## src/rtl/rx_pause_ctrl.sv

```systemverilog
// Receive-side 802.3x PAUSE snooper: parses the RX MAC stream header, accepts good
// PAUSE frames and runs a link-speed-scaled quanta timer that drives rx_pause.
module rx_pause_ctrl #(
    parameter logic [47:0] LOCAL_MAC           = 48'h02_00_00_00_00_01,
    parameter int          QUANTUM_CYCLES_GMII = 64,
    parameter int          QUANTUM_CYCLES_MII  = 128,
    parameter int          SYNC_IDLE_CYCLES    = 8
) (
    input  logic        rgmii_mac_rx_clk,
    input  logic        reset_n,
    input  logic [7:0]  s_axis_tdata,
    input  logic        s_axis_tvalid,
    input  logic        s_axis_tlast,
    input  logic        s_axis_tuser,
    input  logic        s_axis_trdy,
    input  logic        mii_sel,
    input  logic        pause_en,
    output logic        rx_pause,
    output logic        pause_frame_pulse,
    output logic [15:0] pause_quanta,
    output logic [15:0] pause_remaining,
    output logic [15:0] pause_frame_cnt
);

    localparam logic [47:0] PAUSE_MCAST = 48'h01_80_C2_00_00_01;
    localparam int          IW          = $clog2(SYNC_IDLE_CYCLES + 1);
    localparam logic [IW-1:0] IDLE_LAST = IW'(SYNC_IDLE_CYCLES - 1);
    localparam logic [15:0] LIM_GMII    = 16'(QUANTUM_CYCLES_GMII - 1);
    localparam logic [15:0] LIM_MII     = 16'(QUANTUM_CYCLES_MII - 1);

    typedef enum logic [1:0] {SYNC, IDLE, HDR, SKIP} state_t;

    state_t        state, state_nxt;
    logic          beat;
    logic          frame_end;
    logic [4:0]    byte_cnt;
    logic [IW-1:0] idle_cnt;
    logic [143:0]  hdr;
    logic [47:0]   da_v;
    logic [15:0]   etype_v;
    logic [15:0]   opcode_v;
    logic [15:0]   pause_time;
    logic          accept;
    logic [15:0]   timer, timer_nxt;
    logic [15:0]   presc, presc_nxt;
    logic [15:0]   lim_m1;

    assign beat = s_axis_tvalid & s_axis_trdy;

    always_comb begin
        state_nxt = state;
        frame_end = 1'b0;
        case (state)
            SYNC: begin
                if (beat && s_axis_tlast)
                    state_nxt = IDLE;
                else if (!s_axis_tvalid && idle_cnt == IDLE_LAST)
                    state_nxt = IDLE;
            end
            IDLE: begin
                if (beat && !s_axis_tlast)
                    state_nxt = HDR;
            end
            HDR: begin
                if (beat) begin
                    if (s_axis_tlast) begin
                        // Anything shorter than 18 bytes is a runt and is dropped.
                        state_nxt = IDLE;
                        frame_end = (byte_cnt == 5'd17);
                    end else if (byte_cnt == 5'd17) begin
                        state_nxt = SKIP;
                    end
                end
            end
            SKIP: begin
                if (beat && s_axis_tlast) begin
                    state_nxt = IDLE;
                    frame_end = 1'b1;
                end
            end
            default: state_nxt = SYNC;
        endcase
    end

    always_ff @(posedge rgmii_mac_rx_clk) begin
        if (!reset_n) begin
            state    <= SYNC;
            idle_cnt <= '0;
            byte_cnt <= '0;
        end else begin
            state <= state_nxt;
            if (s_axis_tvalid)
                idle_cnt <= '0;
            else if (idle_cnt != IDLE_LAST)
                idle_cnt <= idle_cnt + 1'b1;
            if (beat) begin
                if (state == IDLE)
                    byte_cnt <= 5'd1;
                else if ((state == HDR || state == SKIP) && byte_cnt != 5'd18)
                    byte_cnt <= byte_cnt + 5'd1;
            end
        end
    end

    // Header bytes enter at the bottom; after 18 beats byte 0 sits in [143:136].
    always_ff @(posedge rgmii_mac_rx_clk) begin
        if (beat && (state == IDLE || state == HDR))
            hdr <= {hdr[135:0], s_axis_tdata};
    end

    // When byte 17 is itself the tlast beat it has not been shifted in yet.
    always_comb begin
        if (state == HDR) begin
            da_v       = hdr[135:88];
            etype_v    = hdr[39:24];
            opcode_v   = hdr[23:8];
            pause_time = {hdr[7:0], s_axis_tdata};
        end else begin
            da_v       = hdr[143:96];
            etype_v    = hdr[47:32];
            opcode_v   = hdr[31:16];
            pause_time = hdr[15:0];
        end
    end

    assign accept = frame_end && !s_axis_tuser && pause_en &&
                    (da_v == PAUSE_MCAST || da_v == LOCAL_MAC) &&
                    etype_v == 16'h8808 && opcode_v == 16'h0001;

    assign lim_m1 = mii_sel ? LIM_MII : LIM_GMII;

    always_comb begin
        timer_nxt = timer;
        presc_nxt = presc;
        if (!pause_en) begin
            timer_nxt = '0;
            presc_nxt = '0;
        end else if (accept) begin
            timer_nxt = pause_time;
            presc_nxt = '0;
        end else if (timer != 16'd0) begin
            // >= so a speed change that shrinks the quantum wraps at once.
            if (presc >= lim_m1) begin
                presc_nxt = '0;
                timer_nxt = timer - 16'd1;
            end else begin
                presc_nxt = presc + 16'd1;
            end
        end
    end

    always_ff @(posedge rgmii_mac_rx_clk) begin
        if (!reset_n) begin
            timer             <= '0;
            presc             <= '0;
            rx_pause          <= 1'b0;
            pause_frame_pulse <= 1'b0;
            pause_quanta      <= '0;
            pause_frame_cnt   <= '0;
        end else begin
            timer             <= timer_nxt;
            presc             <= presc_nxt;
            rx_pause          <= (timer_nxt != 16'd0);
            pause_frame_pulse <= accept;
            pause_frame_cnt   <= pause_frame_cnt + {15'd0, accept};
            if (accept)
                pause_quanta <= pause_time;
        end
    end

    assign pause_remaining = timer;

endmodule

```

## config.mk

```make
export PLATFORM = sky130hd
export DESIGN_NAME = rx_pause_ctrl
export DESIGN_NICKNAME = d
export VERILOG_FILES = /design/src/rtl/rx_pause_ctrl.sv
export SDC_FILE = /design/constraint.sdc
export NUM_CORES = 1
export LEC_CHECK = 0
export CORE_MARGIN = 3
export CORE_UTILIZATION = 40
export DETAILED_ROUTE_END_ITERATION = 8
export PLACE_DENSITY_LB_ADDON = 0.08
export SLEW_MARGIN = 0
export SYNTH_ARGS = -nofsm -noshare
export SYNTH_HDL_FRONTEND = slang
export SYNTH_SLANG_ARGS = --single-unit
```

## constraint.sdc

```tcl
create_clock -name rgmii_mac_rx_clk -period 4.73 [get_ports rgmii_mac_rx_clk]
set_input_delay 0.473 -clock rgmii_mac_rx_clk [delete_from_list [all_inputs] [get_ports rgmii_mac_rx_clk]]
set_output_delay 0.473 -clock rgmii_mac_rx_clk [all_outputs]
set_load 0.01 [all_outputs]
```

==> flow_metrics.py, run 1 <==
metrics = {
    "sta": {
        "finalHoldViolations": 0,
        "tightest_slew_ns": 1.06,
        "slew_headroom": 0.294,
        "fin_skew_ns": 0.0151,
        "finalCriticalPeriod_ns": 3.68,
        "tns_ns": 0,
        "fmax_mhz": 271,
        "setup_viol": 0,
        "drv_slew": 0,
        "fin_crit_sh": 0.779,
        "rsz0062_at_grt": "no",
    },
    "power": {
        "switching_share": 0.200,
        "powerDensity_nw_per_um2": 393,
        "power.static_leakage_nw": 3.38,
        "p_clk_frac": 0.435,
        "p_int_mw": 3.23,
        "ir_worst_vdd_mv": 0.195,
        "seqPwrFrac": 0.535,
        "p_switching_uw": 807,
        "power_frac_comb": 0.029,
        "power_mw": 4.03,
    },
    "clock_tree": {
        "clk_pin_slew_ns": 0.06,
        "cts_htree_levels": 1,
        "cts_setup_buffers": 0,
        "cts_sinks": 221,
        "clockRootBuffer": "clkbuf_16",
        "post_cts_resize_count": 0,
        "cts_tree": "done",
        "worstSkewPairLatency_ns": 0.50,
        "cts-buffers-inserted": 23,
        "clk_path_buf_depth": 3,
        "ctsHoldBuffers": 0,
    },
    "synth": {
        "synth_fa_ha_area_frac": 0.0218,
        "synthTopCellsByArea": "edfxtp_1, dfxtp_1, nor2_1, xor2_1, ha_1",
        "yosysSeqAreaShare": 0.683,
        "ys_ff_latch": 221,
        "syn_avg_cell_area_um2": 13.1,
        "syn_nets": 689,
        "yosysTopAreaCell": "edfxtp_1",
        "synthesis.area_um2": 8590,
        "synth_commonest_cells": "edfxtp_1, dfxtp_1, nor2_1",
        "yosysUniqueCellTypes": 57,
        "synth_top_area_share": 0.503,
        "muxShareOfSynthArea": 0.0134,
        "synth_edf_count": 144,
        "synth_top_family_by_area": "simple AND/OR/NAND/NOR gates",
        "synth-xor-area-share": 0.0418,
        "synth_compound_area_frac": 0.0565,
        "synth-async-reset-ratio": 0,
        "synth-simple-area-share": 0.167,
        "postSynth.topFlopCell": "edfxtp_1",
        "ys_warn_count": 0,
        "yosysMostFrequentCell": "edfxtp_1",
        "syn_inst": 658,
    },
    "detailed_routing": {
        "vias_per_cell": 5.29,
        "first_iter_violations": 389,
        "dr.pass1.iters": 4,
        "routed_wl_um": 18300,
        "antenna_left": 0,
        "drc": 0,
        "num_vias": 5378,
        "wl_per_cell_um": 18.0,
    },
    "cells_and_area": {
        "fin_area_um2": 10300,
        "nNetsFinal": 762,
        "nFillCells": 1837,
        "multi_input_area_um2": 2590,
        "drive_above_1_share": 0.0669,
        "seq_area_um2": 5870,
        "area_growth_pct": 19.6,
        "num_antenna_cells": 0,
    },
    "critical_path": {
        "reg2reg_to": "pause_quanta[6]$_SDFFE_PN0P_",
        "critPathKind": "register to register",
        "r2r_cells": 10,
        "r2r_slack_ns": 1.05,
        "required_ns": 5.06,
        "start_kind": "register",
        "cp_max_fo": 20,
        "endpoint_kind": "register",
        "crit_arrival_ns": 4.02,
        "worstReg2RegStart": "state[0]$_SDFFE_PN0P_",
    },
    "floorplan": {
        "die_h_um": 153,
        "core_um2": 20700,
        "rows": 52,
        "dieArea_um2": 23300,
        "io_pins": 66,
        "die_w_um": 153,
        "start_util": 0.415,
    },
    "global_route": {
        "grt_usage": 0.153,
        "grt_max_degree": 111,
        "grt_pass1_wl_um": 29100,
        "grt_overflow_total": 0,
        "antenna_found_initial": 0,
        "grt_pass1_vias": 5403,
    },
    "hold_path": {
        "worstHoldPathType": "register to register",
        "hold_end": "hdr[78]$_DFFE_PP_",
        "hp-start": "hdr[70]$_DFFE_PP_",
        "hold_depth": 0,
    },
    "run": {
        "maxCapViolCount": 0,
    },
    "placed_design": {
        "placed_cell_area_um2": 9530,
        "hpwl_um": 12500,
        "gp_congestion": 0.872,
        "numPortBuffers": 65,
    },
    "status": {
        "outcome": "complete, no violations",
    },
}
[metrics by stage]
step	worst slack, ns	hold WS (ns)	cells	util
after floorplan	0.117	0.400	658	-
after global placement	1.08	0.401	976	0.461
after detailed placement	0.929	0.405	976	0.461
after CTS	0.980	0.419	1017	0.497
after global routing	0.724	0.421	1017	0.497
final	1.05	0.417	1017	0.497
[power by group through the flow]
stage | Combinational, mW | Clock [mW] | Sequential, mW
3_3_place_gp | 0.119 | 0 | 2.20
4_1_cts | 0.121 | 1.81 | 2.16
3_5_place_dp | 0.121 | 0 | 2.20
2_1_floorplan | 0.0766 | 0 | 2.20
6_report | 0.119 | 1.76 | 2.16
5_1_grt | 0.133 | 1.90 | 2.16
[area by class of cell]
class / count / share of cell area
Inverter: 10 / 0.00365
Timing Repair Buffer: 70 / 0.0682
Tap cell: 270 / 0.0329
Clock inverter: 9 / 0.00877
Clock buffer: 32 / 0.0633
Multi-Input combinational cell: 405 / 0.252
Sequential cell: 221 / 0.571
[worst max path at each step]
| stage | start | endpoint | slack (ns) | depth (start not counted) |
|---|---|---|---|---|
| CTS | state[0]$_SDFFE_PN0P_ | pause_quanta[6]$_SDFFE_PN0P_ | 0.98 | 10 |
| floorplan | state[0]$_SDFFE_PN0P_ | hdr[0]$_DFFE_PP_ | 0.12 | 3 |
| detailed placement | pause_en | pause_frame_cnt[12]$_SDFF_PN0_ | 0.93 | 11 |
| finish | state[0]$_SDFFE_PN0P_ | pause_quanta[6]$_SDFFE_PN0P_ | 1.05 | 10 |
| global route | state[0]$_SDFFE_PN0P_ | pause_quanta[3]$_SDFFE_PN0P_ | 0.72 | 10 |
| global placement | pause_en | pause_frame_cnt[13]$_SDFF_PN0_ | 1.08 | 11 |
[layer usage]
layer / vias up / global-route usage / wire (um)
met5: - / 0 / 0
met3: 27 / 0.0290 / 824
met2: 136 / 0.244 / 8520
met1: 2589 / 0.219 / 8540
li1: 2626 / - / -
met4: 0 / 0.0373 / 374
[flip-flops by register name, indices dropped and copies added, names as in the netlist]
name	cells
pause_quanta	16
pause_remaining	16
rx_pause	1
pause_frame_pulse	1
byte_cnt	5
presc	16
state	2
hdr	144
pause_frame_cnt	16
idle_cnt	4
[worst max-delay path, stage by stage, from the launching register on]
cell and delay [ns]:
dfxtp_1 0.37, inv_1 0.11, ha_2 0.46, nand2_1 0.11, nor4b_1 0.31, nor4_1 0.17
nor4_1 0.56, nand3_1 0.57, buf_4 0.35, a211oi_1 0.42, nor3_1 0.08
[layout by cell type (no fill, tap or decap), types with 9 or more instances in the layout]
master           netlist  layout
nand3_1               22      22
clkdlybuf4s50_1        0      65
a21oi_1               13      13
nor4b_1                9       9
nor2_1                75      74
dfxtp_1               77      77
ha_1                  15      14
inv_1                 10      10
o21ai_0                9       9
nor2b_1               11      11
nor3_1                31      31
edfxtp_1             144     144
clkbuf_16              0      24
xnor2_1               15      15
nand2_1               28      28
a211oi_1              17      17
xor2_1                26      26
nor4_1                19      19
nand4_1               21      21
[cell families (layout without fill, tap and decap cells)]
kind of cell             count (synthesis)  count (layout)
adder cells (fa/ha/maj)                 15              15
multiplexers                            11              11
AO/OA/AOI/OAI                           69              69
AND/OR/NAND/NOR                        269             269
XOR/XNOR                                41              41
buffers and inverters                   32             121
flip-flops                             221             221
Note: power is estimated with default switching activity, not from simulation.
==> run 2, diff against run 1 <==
- clock period: 4.73 -> 3.5 ns (I/O delays scaled with it)
==> run 2 against run 1 <==
Effect of this change: global-route usage up 0.70 points; die area unchanged; design area up 1.3%; sequential power up 35%; critical path depth down 1; first-iteration DRC count down 20%; sequential share of layout area down 0.72 points; largest power group unchanged.
==> flow_metrics.py, run 2 (synthesis results as in run 1) <==
metrics = {
    "status": {
        "outcome": "complete, no violations",
    },
    "run": {
        "maxCapViolCount": 0,
    },
    "floorplan": {
        "die_w_um": 153,
        "io_pins": 66,
        "core_um2": 20700,
        "dieArea_um2": 23300,
        "rows": 52,
        "start_util": 0.415,
        "die_h_um": 153,
    },
    "clock_tree": {
        "cts_tree": "done",
        "clockRootBuffer": "clkbuf_16",
        "ctsHoldBuffers": 0,
        "clk_pin_slew_ns": 0.06,
        "cts-buffers-inserted": 25,
        "worstSkewPairLatency_ns": 0.52,
        "cts_sinks": 221,
        "cts_htree_levels": 1,
        "clk_path_buf_depth": 3,
    },
    "sta": {
        "fin_hold_ws_ns": 0.416,
        "fin_crit_sh": 0.926,
        "tns_ns": 0,
        "drv_slew": 0,
        "fmax_mhz": 309,
        "tightest_slew_ns": 1.05,
        "slew_headroom": 0.296,
        "fin_skew_ns": 0.0158,
        "finalHoldViolations": 0,
        "rsz0062_at_grt": "no",
        "setup_viol": 0,
        "finalCriticalPeriod_ns": 3.24,
    },
    "critical_path": {
        "path_depth": 9,
        "critPathKind": "register to register",
        "path_buf_inv": 1,
        "reg2reg_to": "rx_pause$_SDFF_PN0_",
        "crit_arrival_ns": 3.62,
        "worstReg2RegStart": "hdr[108]$_DFFE_PP_",
        "start_kind": "register",
        "required_ns": 3.88,
        "critical_path.top_delay_family": "simple AND/OR/NAND/NOR gates",
        "r2r_slack_ns": 0.26,
        "r2r_cells": 9,
        "cp_max_fo": 3,
        "crit_slowest_cell": "or4b_4",
        "endpoint_kind": "register",
        "crit_chain": "nor4_2, buf_4, nand3_1, or4b_4, a2111o_1, or3_1, o211a_1, o31ai_1, o211ai_1",
        "setup.worst_path.start": "hdr[108]$_DFFE_PP_",
        "cp_slowest_stage_delay_ns": 0.55,
    },
    "detailed_routing": {
        "routed_wl_um": 18800,
        "wl_per_cell_um": 18.3,
        "vias_per_cell": 5.34,
        "drc": 0,
        "antenna_left": 0,
        "first_iter_violations": 313,
        "num_vias": 5501,
        "dr.pass1.iters": 5,
    },
    "hold_path": {
        "hold_depth": 0,
        "hold_end": "hdr[60]$_DFFE_PP_",
        "worstHoldPathType": "register to register",
        "hp-start": "hdr[52]$_DFFE_PP_",
    },
    "global_route": {
        "grt_pass1_vias": 5642,
        "grt_overflow_total": 0,
        "grt_usage": 0.160,
        "grt_pass1_wl_um": 30500,
        "grt_max_degree": 78,
        "antenna_found_initial": 0,
    },
    "power": {
        "power.static_leakage_nw": 3.44,
        "powerDensity_nw_per_um2": 530,
        "ir_worst_vdd_mv": 0.355,
    },
    "placed_design": {
        "numPortBuffers": 65,
        "gp_congestion": 0.882,
        "hpwl_um": 12900,
    },
    "cells_and_area": {
        "final_common_cell": "edfxtp_1",
        "num_antenna_cells": 0,
        "area_growth_pct": 21.1,
        "drive_above_1_share": 0.0934,
        "layout_common_cells": "edfxtp_1, dfxtp_1, nor2_1",
        "regMostFlops": "hdr",
        "nNetsFinal": 773,
        "largest_reg_flops": 144,
        "nFillCells": 1829,
    },
}
## run 2: cell types whose count changed in the layout (fill, tap and decap cells not counted), sizes merged
cell,change
clkinv,+1
clkinvlp,+4
buf,+9
bufinv,-1
## run 2: where the power goes
part / leakage [nW] / internal [mW] / switching [mW]
Sequential: 1.92 / 2.87 / 0.0467
Clock: 0.370 / 1.43 / 1.00
Combinational: 1.15 / 0.0591 / 0.110
Total: 3.44 / 4.36 / 1.16
## run 2: layer usage
layer / track usage / wire (um)
met2: 0.260 / 8790
met3: 0.0329 / 945
met5: 0 / 0
met4: 0.0429 / 448
met1: 0.221 / 8660
## run 2: layout make-up
type	instances	area (um^2)	share of cell area
clock buffer	32	672	0.0646
timing repair buffer	79	781	0.0750
sequential	221	5870	0.564
inverter	10	37.5	0.00361
clock inverter	13	97.6	0.00938
tap	270	338	0.0325
multi-input combinational	405	2610	0.251
## run 2: worst max path at each step
stage / to / slack [ns]
4_1_cts: pause_frame_cnt[13]$_SDFF_PN0_ / 0.04
6_report: rx_pause$_SDFF_PN0_ / 0.26
2_1_floorplan: pause_frame_cnt[13]$_SDFF_PN0_ / 0.21
5_1_grt: pause_frame_cnt[7]$_SDFF_PN0_ / 0.01
3_3_place_gp: pause_frame_cnt[13]$_SDFF_PN0_ / 0.06
3_5_place_dp: pause_frame_cnt[13]$_SDFF_PN0_ / -0.10
## run 2: timing repair
| item | in CTS | in global routing |
|---|---|---|
| resized for setup | 0 | 5 |
| setup buffers | 0 | 0 |
| setup endpoints to repair | 0 | 13 |
## run 2: stage by stage
step           power, mW  instance area, um^2   util  cells  worst slack, ns
2_1_floorplan       3.06                 8590      -    658            0.209
3_3_place_gp        3.14                 9610  0.465    985           0.0600
3_5_place_dp        3.14                 9610  0.465    985           -0.101
4_1_cts             5.59                10400  0.502   1030           0.0394
5_1_grt             5.73                10400  0.503   1030           0.0142
6_report            5.52                10400  0.503   1030            0.260
==> run 3, diff against run 2 <==
- clock period: 3.5 -> 3.6 ns (I/O delays scaled with it)
==> run 3 against run 2 <==
Effect of this change: global-route usage down 0.21 points; critical path depth rose by 3; largest power group unchanged; sequential cell count is the same; final cell count is 0.49% lower; clock-buffer cell count is 3 higher.
==> flow_metrics.py, run 3 (synthesis results as in run 1) <==
metrics = {
    "critical_path": {
        "r2r_slack_ns": 0.25,
        "crit_chain": "inv_1, ha_2, nor3_1, a21oi_1, or3_2, a2111o_1, nor2_2, ha_1, ha_2, nand3_1, xor2_1, nor2_1",
        "required_ns": 3.95,
        "r2r_cells": 12,
        "reg2reg_to": "pause_frame_cnt[14]$_SDFF_PN0_",
        "endpoint_kind": "register",
        "worstReg2RegStart": "state[0]$_SDFFE_PN0P_",
        "crit_slowest_cell": "a2111o_1",
        "cp_slowest_stage_delay_ns": 0.46,
        "critPathKind": "register to register",
        "path_depth": 12,
        "start_kind": "register",
        "cp_max_fo": 22,
        "crit_arrival_ns": 3.70,
        "critical_path.top_delay_family": "simple AND/OR/NAND/NOR gates",
        "path_buf_inv": 1,
        "crit_top_cell": "ha_2",
    },
    "hold_path": {
        "hold_depth": 0,
        "worstHoldPathType": "register to register",
        "hp-start": "hdr[56]$_DFFE_PP_",
        "hold_end": "hdr[64]$_DFFE_PP_",
    },
    "global_route": {
        "grt_pass1_wl_um": 30000,
        "grt_usage": 0.158,
        "grt_max_degree": 81,
        "grt_pass1_vias": 5574,
        "grt_overflow_total": 0,
        "antenna_found_initial": 0,
    },
    "power": {
        "power_mw": 5.48,
        "powerDensity_nw_per_um2": 526,
        "power.static_leakage_nw": 3.44,
        "ir_worst_vdd_mv": 0.255,
    },
    "cells_and_area": {
        "multi_input_area_um2": 2610,
        "drive_above_1_share": 0.0834,
        "largest_reg_flops": 144,
        "fin_area_um2": 10400,
        "regMostFlops": "hdr",
        "fin_util": 0.503,
        "nNetsFinal": 768,
        "nFillCells": 1832,
        "area_growth_pct": 21.1,
        "num_antenna_cells": 0,
        "seq_area_um2": 5870,
        "final_common_cell": "edfxtp_1",
        "layout_common_cells": "edfxtp_1, dfxtp_1, nor2_1",
    },
    "sta": {
        "finalHoldViolations": 0,
        "fmax_mhz": 298,
        "slew_headroom": 0.274,
        "fin_skew_ns": 0.0122,
        "drv_slew": 0,
        "setup_viol": 0,
        "finalCriticalPeriod_ns": 3.35,
        "tns_ns": 0,
        "tightest_slew_ns": 1.09,
        "fin_crit_sh": 0.931,
    },
    "clock_tree": {
        "clockRootBuffer": "clkbuf_16",
        "cts_tree": "done",
        "worstSkewPairLatency_ns": 0.50,
        "post_cts_resize_count": 0,
        "cts-buffers-inserted": 24,
        "clk_path_buf_depth": 3,
        "cts_htree_levels": 1,
        "ctsHoldBuffers": 0,
        "cts_setup_buffers": 0,
        "cts_sinks": 221,
        "clk_pin_slew_ns": 0.06,
    },
    "placed_design": {
        "gp_congestion": 0.870,
        "hpwl_um": 12900,
        "placed_cell_area_um2": 9580,
        "numPortBuffers": 65,
    },
    "floorplan": {
        "dieArea_um2": 23300,
        "io_pins": 66,
        "die_w_um": 153,
        "core_um2": 20700,
        "rows": 52,
        "start_util": 0.415,
        "die_h_um": 153,
    },
    "detailed_routing": {
        "num_vias": 5482,
        "drc": 0,
        "routed_wl_um": 18800,
        "wl_per_cell_um": 18.4,
        "vias_per_cell": 5.35,
        "antenna_left": 0,
        "first_iter_violations": 258,
        "dr.pass1.iters": 5,
    },
    "run": {
        "maxCapViolCount": 0,
    },
    "status": {
        "outcome": "complete, no violations",
    },
}
[run 3: worst reg2reg max path, delay by kind of cell, from the launching register on]
kind                     cells  cell delay (ns)
AND/OR/NAND/NOR              5             1.08
adder cells (fa/ha/maj)      3             0.84
AO/OA/AOI/OAI                2             0.58
flip-flops                   1             0.43
XOR/XNOR                     1             0.18
buffers and inverters        1             0.10
[run 3: how the worst max path moves through the flow]
stage,start,endpoint,slack (ns)
CTS,state[0]$_SDFFE_PN0P_,rx_pause$_SDFF_PN0_,0.16
global placement,pause_en,pause_frame_cnt[13]$_SDFF_PN0_,0.15
detailed placement,pause_en,pause_frame_cnt[14]$_SDFF_PN0_,0.04
floorplan,state[0]$_SDFFE_PN0P_,pause_frame_cnt[13]$_SDFF_PN0_,0.31
global route,state[0]$_SDFFE_PN0P_,rx_pause$_SDFF_PN0_,-0.02
finish,state[0]$_SDFFE_PN0P_,pause_frame_cnt[14]$_SDFF_PN0_,0.25
[run 3: per-layer routing]
metal / global-route usage / vias to the layer above / part of all wire
li1: - / 2647 / -
met1: 0.221 / 2683 / 0.47
met2: 0.257 / 126 / 0.47
met3: 0.0310 / 26 / 0.045
met4: 0.0365 / 0 / 0.018
met5: 0 / - / 0
[run 3: area by class of cell]
cell class / count / area share
inverters: 10 / 0.00361
well taps: 270 / 0.0325
multi-input cells: 405 / 0.251
flip-flops and latches: 221 / 0.564
clock inverters: 9 / 0.0117
clock buffers: 35 / 0.0657
repair buffers: 75 / 0.0722
[run 3: where the power goes]
| group | switching, mW | internal (mW) |
|---|---|---|
| registers | 0.0462 | 2.79 |
| logic | 0.107 | 0.0549 |
| clock network | 0.948 | 1.53 |
| total | 1.10 | 4.38 |
[run 3: per-stage QoR]
| step | setup slack (ns) | hold slack [ns] | instances |
|---|---|---|---|
| 5_1_grt | -0.0221 | 0.421 | 1025 |
| 6_report | 0.247 | 0.416 | 1025 |
| 2_1_floorplan | 0.309 | 0.400 | 658 |
| 3_3_place_gp | 0.146 | 0.401 | 981 |
| 4_1_cts | 0.165 | 0.412 | 1025 |
| 3_5_place_dp | 0.0363 | 0.405 | 981 |
